File: config.mk
export PLATFORM = sky130hd
export DESIGN_NAME = mem_stage_hs
export DESIGN_NICKNAME = d
export VERILOG_FILES = /design/src/rtl/mem_stage_hs.sv
export SDC_FILE = /design/constraint.sdc
export NUM_CORES = 1
export LEC_CHECK = 0
export CAP_MARGIN = 20
export CORE_UTILIZATION = 33
export DETAILED_ROUTE_END_ITERATION = 12
export HOLD_SLACK_MARGIN = 0.15
export PLACE_DENSITY = 0.77
export SLEW_MARGIN = 20
export SYNTH_ARGS = -nofsm -noshare
export SYNTH_HDL_FRONTEND = slang
export SYNTH_SLANG_ARGS = --single-unit
File: constraint.sdc
create_clock -name clk -period 1.74 [get_ports clk]
set_input_delay 0.348 -clock clk [delete_from_list [all_inputs] [get_ports clk]]
set_output_delay 0.348 -clock clk [all_outputs]
set_load 0.01 [all_outputs]
File: src/rtl/mem_stage_hs.sv
// mem_stage_hs: EX -> MEM -> WB stage with a valid/ready data-memory handshake,
// access timeout and sticky halt. Define MEMSTG_STALL_CNT_EN to add the stall_cnt output.
module mem_stage_hs #(
  parameter int DATA_W   = 16,
  parameter int ADDR_W   = 16,
  parameter int TGT_W    = 3,
  parameter int OP_W     = 3,
  parameter int MAX_WAIT = 15,
  parameter int CNT_W    = 16
) (
  input  logic              clk,
  input  logic              rst_n,
  input  logic              bubble_in,
  input  logic [OP_W-1:0]   opcode_in,
  input  logic [TGT_W-1:0]  tgt_in,
  input  logic [DATA_W-1:0] result_in,
  input  logic [DATA_W-1:0] sdata_in,
  input  logic              halt_in,
  output logic              stall_out,
  output logic              mem_req,
  output logic              mem_we,
  output logic [ADDR_W-1:0] mem_addr,
  output logic [DATA_W-1:0] mem_wdata,
  input  logic              mem_ready,
  input  logic [DATA_W-1:0] mem_rdata,
  output logic [TGT_W-1:0]  tgt_out,
  output logic [OP_W-1:0]   opcode_out,
  output logic [DATA_W-1:0] result_out,
  output logic              bubble_out,
  output logic              halt_out,
`ifdef MEMSTG_STALL_CNT_EN
  output logic [CNT_W-1:0]  stall_cnt,
`endif
  output logic              err_out
);

  localparam logic [2:0] OP_SW = 3'b100;
  localparam logic [2:0] OP_LW = 3'b101;
  localparam int WC_W = $clog2(MAX_WAIT + 1);

  if (MAX_WAIT < 1 || CNT_W < 1) begin : g_param_check
    $error("mem_stage_hs: MAX_WAIT and CNT_W must be >= 1");
  end

  typedef enum logic [1:0] {S_IDLE = 2'd0, S_BUSY = 2'd1, S_HALTED = 2'd2} state_t;

  state_t            state_reg, state_next;
  logic [WC_W-1:0]   wait_cnt_reg, wait_cnt_next;
  logic [TGT_W-1:0]  tgt_reg;
  logic [OP_W-1:0]   opcode_reg;
  logic [DATA_W-1:0] result_reg;
  logic              bubble_reg, halt_reg, err_reg;

  logic              is_sw, is_lw, mem_op, halt_take, timeout;
  logic              req_c, stall_c, load_c, bubble_c, halt_set, err_set;
  logic [DATA_W-1:0] result_d;

  assign is_sw     = (opcode_in[2:0] == OP_SW);
  assign is_lw     = (opcode_in[2:0] == OP_LW);
  // A halt occupying the slot must never reach memory, whatever its opcode.
  assign mem_op    = !bubble_in && (is_sw || is_lw) && !halt_in && !halt_reg;
  assign halt_take = halt_in && !bubble_in;
  assign timeout   = (wait_cnt_reg == WC_W'(MAX_WAIT));

  always_ff @(posedge clk or negedge rst_n) begin
    if (!rst_n) begin
      state_reg    <= S_IDLE;
      wait_cnt_reg <= '0;
    end else begin
      state_reg    <= state_next;
      wait_cnt_reg <= wait_cnt_next;
    end
  end

  always_comb begin
    state_next    = state_reg;
    wait_cnt_next = wait_cnt_reg;
    case (state_reg)
      S_IDLE: begin
        if (halt_take) begin
          state_next = S_HALTED;
        end else if (mem_op && !mem_ready) begin
          state_next    = S_BUSY;
          wait_cnt_next = WC_W'(1);
        end
      end
      S_BUSY: begin
        if (mem_ready) begin
          state_next    = S_IDLE;
          wait_cnt_next = '0;
        end else if (timeout) begin
          state_next    = S_HALTED;
          wait_cnt_next = '0;
        end else begin
          wait_cnt_next = wait_cnt_reg + WC_W'(1);
        end
      end
      S_HALTED: state_next = S_HALTED;
      default:  state_next = S_IDLE;
    endcase
  end

  always_comb begin
    req_c    = 1'b0;
    stall_c  = 1'b0;
    load_c   = 1'b0;
    bubble_c = 1'b1;
    halt_set = 1'b0;
    err_set  = 1'b0;
    case (state_reg)
      S_IDLE: begin
        req_c   = mem_op;
        stall_c = mem_op && !mem_ready;
        if (halt_take) begin
          halt_set = 1'b1;
        end else if (!mem_op) begin
          load_c   = 1'b1;
          bubble_c = bubble_in;
        end else if (mem_ready) begin
          load_c   = 1'b1;
          bubble_c = 1'b0;
        end
      end
      S_BUSY: begin
        req_c   = 1'b1;
        stall_c = !mem_ready;
        if (mem_ready) begin
          load_c   = 1'b1;
          bubble_c = 1'b0;
        end else if (timeout) begin
          halt_set = 1'b1;
          err_set  = 1'b1;
        end
      end
      default: ;
    endcase
  end

  // Reset must kill an in-flight request combinationally, not at the next edge.
  assign mem_req   = rst_n && req_c;
  assign stall_out = rst_n && stall_c;
  assign mem_we    = mem_req && is_sw;
  assign mem_addr  = result_in[ADDR_W-1:0];
  assign mem_wdata = sdata_in;
  assign result_d  = (req_c && is_lw) ? mem_rdata : result_in;

  always_ff @(posedge clk or negedge rst_n) begin
    if (!rst_n) begin
      tgt_reg    <= '0;
      opcode_reg <= '0;
      result_reg <= '0;
      bubble_reg <= 1'b1;
      halt_reg   <= 1'b0;
      err_reg    <= 1'b0;
    end else begin
      if (load_c) begin
        tgt_reg    <= tgt_in;
        opcode_reg <= opcode_in;
        result_reg <= result_d;
      end
      bubble_reg <= bubble_c;
      if (halt_set) halt_reg <= 1'b1;
      if (err_set)  err_reg  <= 1'b1;
    end
  end

  assign tgt_out    = tgt_reg;
  assign opcode_out = opcode_reg;
  assign result_out = result_reg;
  assign bubble_out = bubble_reg;
  assign halt_out   = halt_reg;
  assign err_out    = err_reg;

`ifdef MEMSTG_STALL_CNT_EN
  logic [CNT_W-1:0] stall_cnt_reg;

  always_ff @(posedge clk or negedge rst_n) begin
    if (!rst_n) begin
      stall_cnt_reg <= '0;
    end else if (stall_out && (stall_cnt_reg != '1)) begin
      stall_cnt_reg <= stall_cnt_reg + CNT_W'(1);
    end
  end

  assign stall_cnt = stall_cnt_reg;
`endif

endmodule

; After elaboration in Yosys (flattened, before gate mapping)
; Index checks and enable logic that the tools add are counted.
[totals]
ff_bits = 31
input_bits = 59
word_cells = 62
[classes]
n_addsub = 1
eq_ne = 9
muxes = 26
n_reduce_logical = 18
[op_table]
columns = cell, count
row1 = $mux W16, 1
row2 = $mux W4, 4
row3 = $mux W1, 10
row4 = $pmux W1 S2, 5
row5 = $logic_and A1 B1 Y1, 9
row6 = $mux W2, 4
row7 = $pmux W4 S2, 1
row8 = $eq A3 B3 Y1 const B, 2
row9 = $ne A3 B3 Y1 const B, 2
row10 = $pmux W2 S3, 1
row11 = $add A4 B1 Y4 const B, 1
row12 = $eq A4 B4 Y1 const B, 1
row13 = $logic_not A1 Y1, 4
row14 = $ne A2 B2 Y1 const B, 2
row15 = $reduce_and A3 Y1, 1
row16 = $eq A2 B1 Y1 const B, 1
row17 = $eq A2 B2 Y1 const B, 1
row18 = $logic_not A2 Y1, 1
row19 = $reduce_and A2 Y1, 1
row20 = $reduce_bool A2 Y1, 1
row21 = $logic_or A1 B1 Y1, 1

; Logic depth before layout (Yosys ltp)
[depth]
depth_word = 9
ltp_mapped = 6
depth_no_buf = 5

; Worst setup path before layout
; No wires, ideal clock.
[synth_path]
path_type = reg2out
from = reg halt_reg, in the netlist halt_out
to = out stall_out
arrival_time_ps = 1444
required_time_ps = 1392
slack_ps = -52
stages_incl_launch_ff = 5
path_cell_list = dfrtp_1 > nor3_4 > a21oi_1 > nor3b_1 > nor2b_1
[synth_via]
elab_chain_cells = 5
[synth_lines]
columns = item, line_no
row1 = from (decl), 52  ; logic bubble_reg, halt_reg, err_reg;
row2 = from (signal assigned), 153  ; halt_reg <= 1'b0;
row3 = from (signal assigned), 162  ; if (halt_set) halt_reg <= 1'b1;
row4 = $logic_not A1 Y1, 61  ; assign mem_op = !bubble_in && (is_sw || is_lw) && !halt_in && !halt_reg;
row5 = $logic_and A1 B1 Y1, 61
row6 = $logic_and A1 B1 Y1, 113  ; stall_c = mem_op && !mem_ready;
row7 = $pmux W1 S2, 110  ; case (state_reg)
row8 = $logic_and A1 B1 Y1, 141  ; assign stall_out = rst_n && stall_c;
row9 = to (decl), 19  ; output logic stall_out,
; Every way passes these cells.

; Worst setup path after layout
[layout_path]
from = in bubble_in
to = out mem_we
[layout_via]
elab_chain_cells = 7
[layout_lines]
columns = item, line_no
row1 = from (decl), 13  ; input logic bubble_in,
row2 = $logic_not A1 Y1, 61
row3 = $logic_and A1 B1 Y1 (3 in series), 61
row4 = $pmux W1 S2, 110
row5 = $logic_and A1 B1 Y1, 140  ; assign mem_req = rst_n && req_c;
row6 = $logic_and A1 B1 Y1, 142  ; assign mem_we = mem_req && is_sw;
row7 = to (decl), 21  ; output logic mem_we,
; Every way passes these cells.

==> reports/qor.csv <==
metric,value,unit
grt-ovfl-total,0,
worstSkewPairLatency,0.27,ns
portBuffers,86,
area_growth,50.1,%
avgSynthCellArea,12.4,um2
met3_usage,5.48,%
crit_arrival,1.56,ns
htreeDepth,2,
fin_nets,283,
reg2reg_slack,-0.02,ns
dp_cells,284,
grtUsageMet1,17.3,%
cts.reportedPaths.clkPinSlew,0.06,ns
final-setup-viol-count,12,
cts-root-buf,clkbuf_8,
fin_area,2780,um2
endpoint,mem_we,
peakVddDrop,0.477,mV
grt_usage,14.4,%
avgRoutedWirePerCell,13.8,um
hp-class,in -> reg,
drcViolationCount,0,
nFillCells,507,
largest_reg_flops,16,
status,"complete, but fails checks",
setup_tns,-0.576,ns
antenna_found_initial,0,
timing.rr.end,result_out[8],
fmax,525,MHz
reg2reg_depth,6,
ys_types,30,
detail-route-antenna-nets,0,
power,2.43,mW
cts-buffers-inserted,5,
rsz0062_at_grt,yes,
rows,26,
final_cells,294,
synth_warnings,0,
p_leak,1.28,nW
diodes,0,
die_y,76.9,um
worstMarginPinSlew,0.389,ns
synthCells,149,
core_area,5270,um2
power.density,872,nW/um2
grt_pass1_vias,1434,
use_met2,24.2,%
r2r_start,halt_out,
slew_headroom,74.0,%
crit_type,in -> out,
cp-end-kind,output port,
hpwl,3.07,mm
violations,setup timing,
die_w,76.9,um
drive_gt1_share,32.6,%
drt_pass1_iterations,4,
gr-max-usage-layer,met2,
max-clock-path-buffers,2,
skew,0.00403,ns
die-area,5920,um2
async_flop_share,100,%
fin_util,52.8,%
hold_viol,0,
layout_setup_ws,-0.166,ns
period_minus_slack,1.91,ns
tritoncts,done,
crit_path_max_fanout,3,
via_per_inst,4.70,
maxCapViolCount,0,
synth_flop_cell,dfrtp_1,
placed_area,2670,um2
wl,4.06,mm
syn_area,1850,um2
vias,1383,
io_pins,119,
finalCritPeriodShare,110,%
drt_iter0_drc,81,
grt_pass1_wl,6.76,mm
start_util,35.2,%
cp-start-kind,input pin,
hold_start,opcode_in[1],
grt_max_degree,32,
cp-startpoint,bubble_in,
gp_congestion,0.791,
synth_edf_count,0,
clock-sinks,31,
crit_required,1.39,ns
synth-seq-area-share,41.9,%
slew_viol_final,0,
syn-num-nets,209,
ys_ff_latch,31,
[metal layers]
layer | vias to the layer above | share of wire [%]
li1 | 638 | -
met1 | 671 | 42
met2 | 68 | 49
met3 | 6 | 8.3
met4 | 0 | 0.52
met5 | - | 0
[logic make-up after synthesis]
family	Yosys count	synth area share, %
buffers and inverters	38	15.8
DFF	31	41.9
AOI/OAI and AO/OA	16	6.48
and+or+nand+nor	25	7.97
muxes	38	27.1
adders and majority gates	1	0.675
[cells in the final DEF (no fill, tap or decap), types with 2 or more instances in the layout]
cell type and instances:
clkdlybuf4s50_1 69, dfrtp_1 30, mux2_4 20, mux2_2 18, buf_4 12, nand2_1 7, dlygate4sd2_1 7, dlymetal6s2s_1 7
o21ai_0 6, clkbuf_8 6, nor2_1 4, buf_2 3, buf_12 3, and2b_2 2, inv_1 2, a21oi_1 2
nor2b_1 2, nand3_1 2
[through the flow]
stage | hold WS, ns | setup WS (ns)
2_1_floorplan | 0.0524 | 0.0472
3_3_place_gp | 0.404 | -0.708
3_5_place_dp | 0.404 | -0.747
4_1_cts | 0.441 | -0.219
5_1_grt | 0.456 | -0.237
6_report | 0.452 | -0.166
[synth_stat cells (2+ instances only)]
library cell	instances	share of area, %
a21oi_1	3	0.81
buf_6	4	2.4
inv_1	2	0.41
nand2_1	7	1.4
nor2_1	4	0.81
mux2_2	18	11
nand3_1	2	0.54
and2b_2	2	0.95
buf_4	32	13
dfrtp_1	30	41
o21ai_0	6	1.6
mux2_4	20	16
nor2b_1	2	0.68
[worst min-delay path by stage]
| stage | depth (start not counted) | slack, ns | to |
|---|---|---|---|
| floorplan | 0 | 0.05 | err_out |
| global placement | 2 | 0.40 | state_reg[0] |
| detailed placement | 2 | 0.40 | state_reg[0] |
| CTS | 2 | 0.44 | opcode_out[1] |
| global route | 2 | 0.46 | opcode_out[2] |
| finish | 2 | 0.45 | opcode_out[1] |
[worst max-delay path, cell delays in order]
cell           delay, ns
dlygate4sd2_1       0.27
nor3_4              0.21
a21oi_2             0.09
nor3b_2             0.21
buf_4               0.14
and3b_1             0.14
buf_2               0.13
[timing repair]
| item | 4_1_cts | 5_1_grt |
|---|---|---|
| endpoints found under the hold margin | 30 | 0 |
| cloned | 0 | 0 |
| hold buffers | 1 | 0 |
| resized for setup | 16 | 8 |
| endpoints found under the setup margin | 27 | 28 |
| buffers inserted | 3 | 0 |
| pin swaps | 5 | 2 |
[power by group]
group	leakage, nW	internal (mW)	switching, mW	total [mW]
registers	0.365	0.895	0.0959	0.991
clock network	0.0482	0.319	0.250	0.568
logic	0.863	0.592	0.275	0.867
total	1.28	1.81	0.620	2.43
[final cells by class]
type,count,area (um2),area share (%)
sequential,31,777,27.9
multi-input combinational,80,792,28.5
clock buffer,7,86.3,3.10
inverter,2,7.51,0.270
clock inverter,1,5.00,0.180
timing repair buffer,103,1030,36.9
tap,70,87.6,3.15
(Power assumes the default switching activity.)
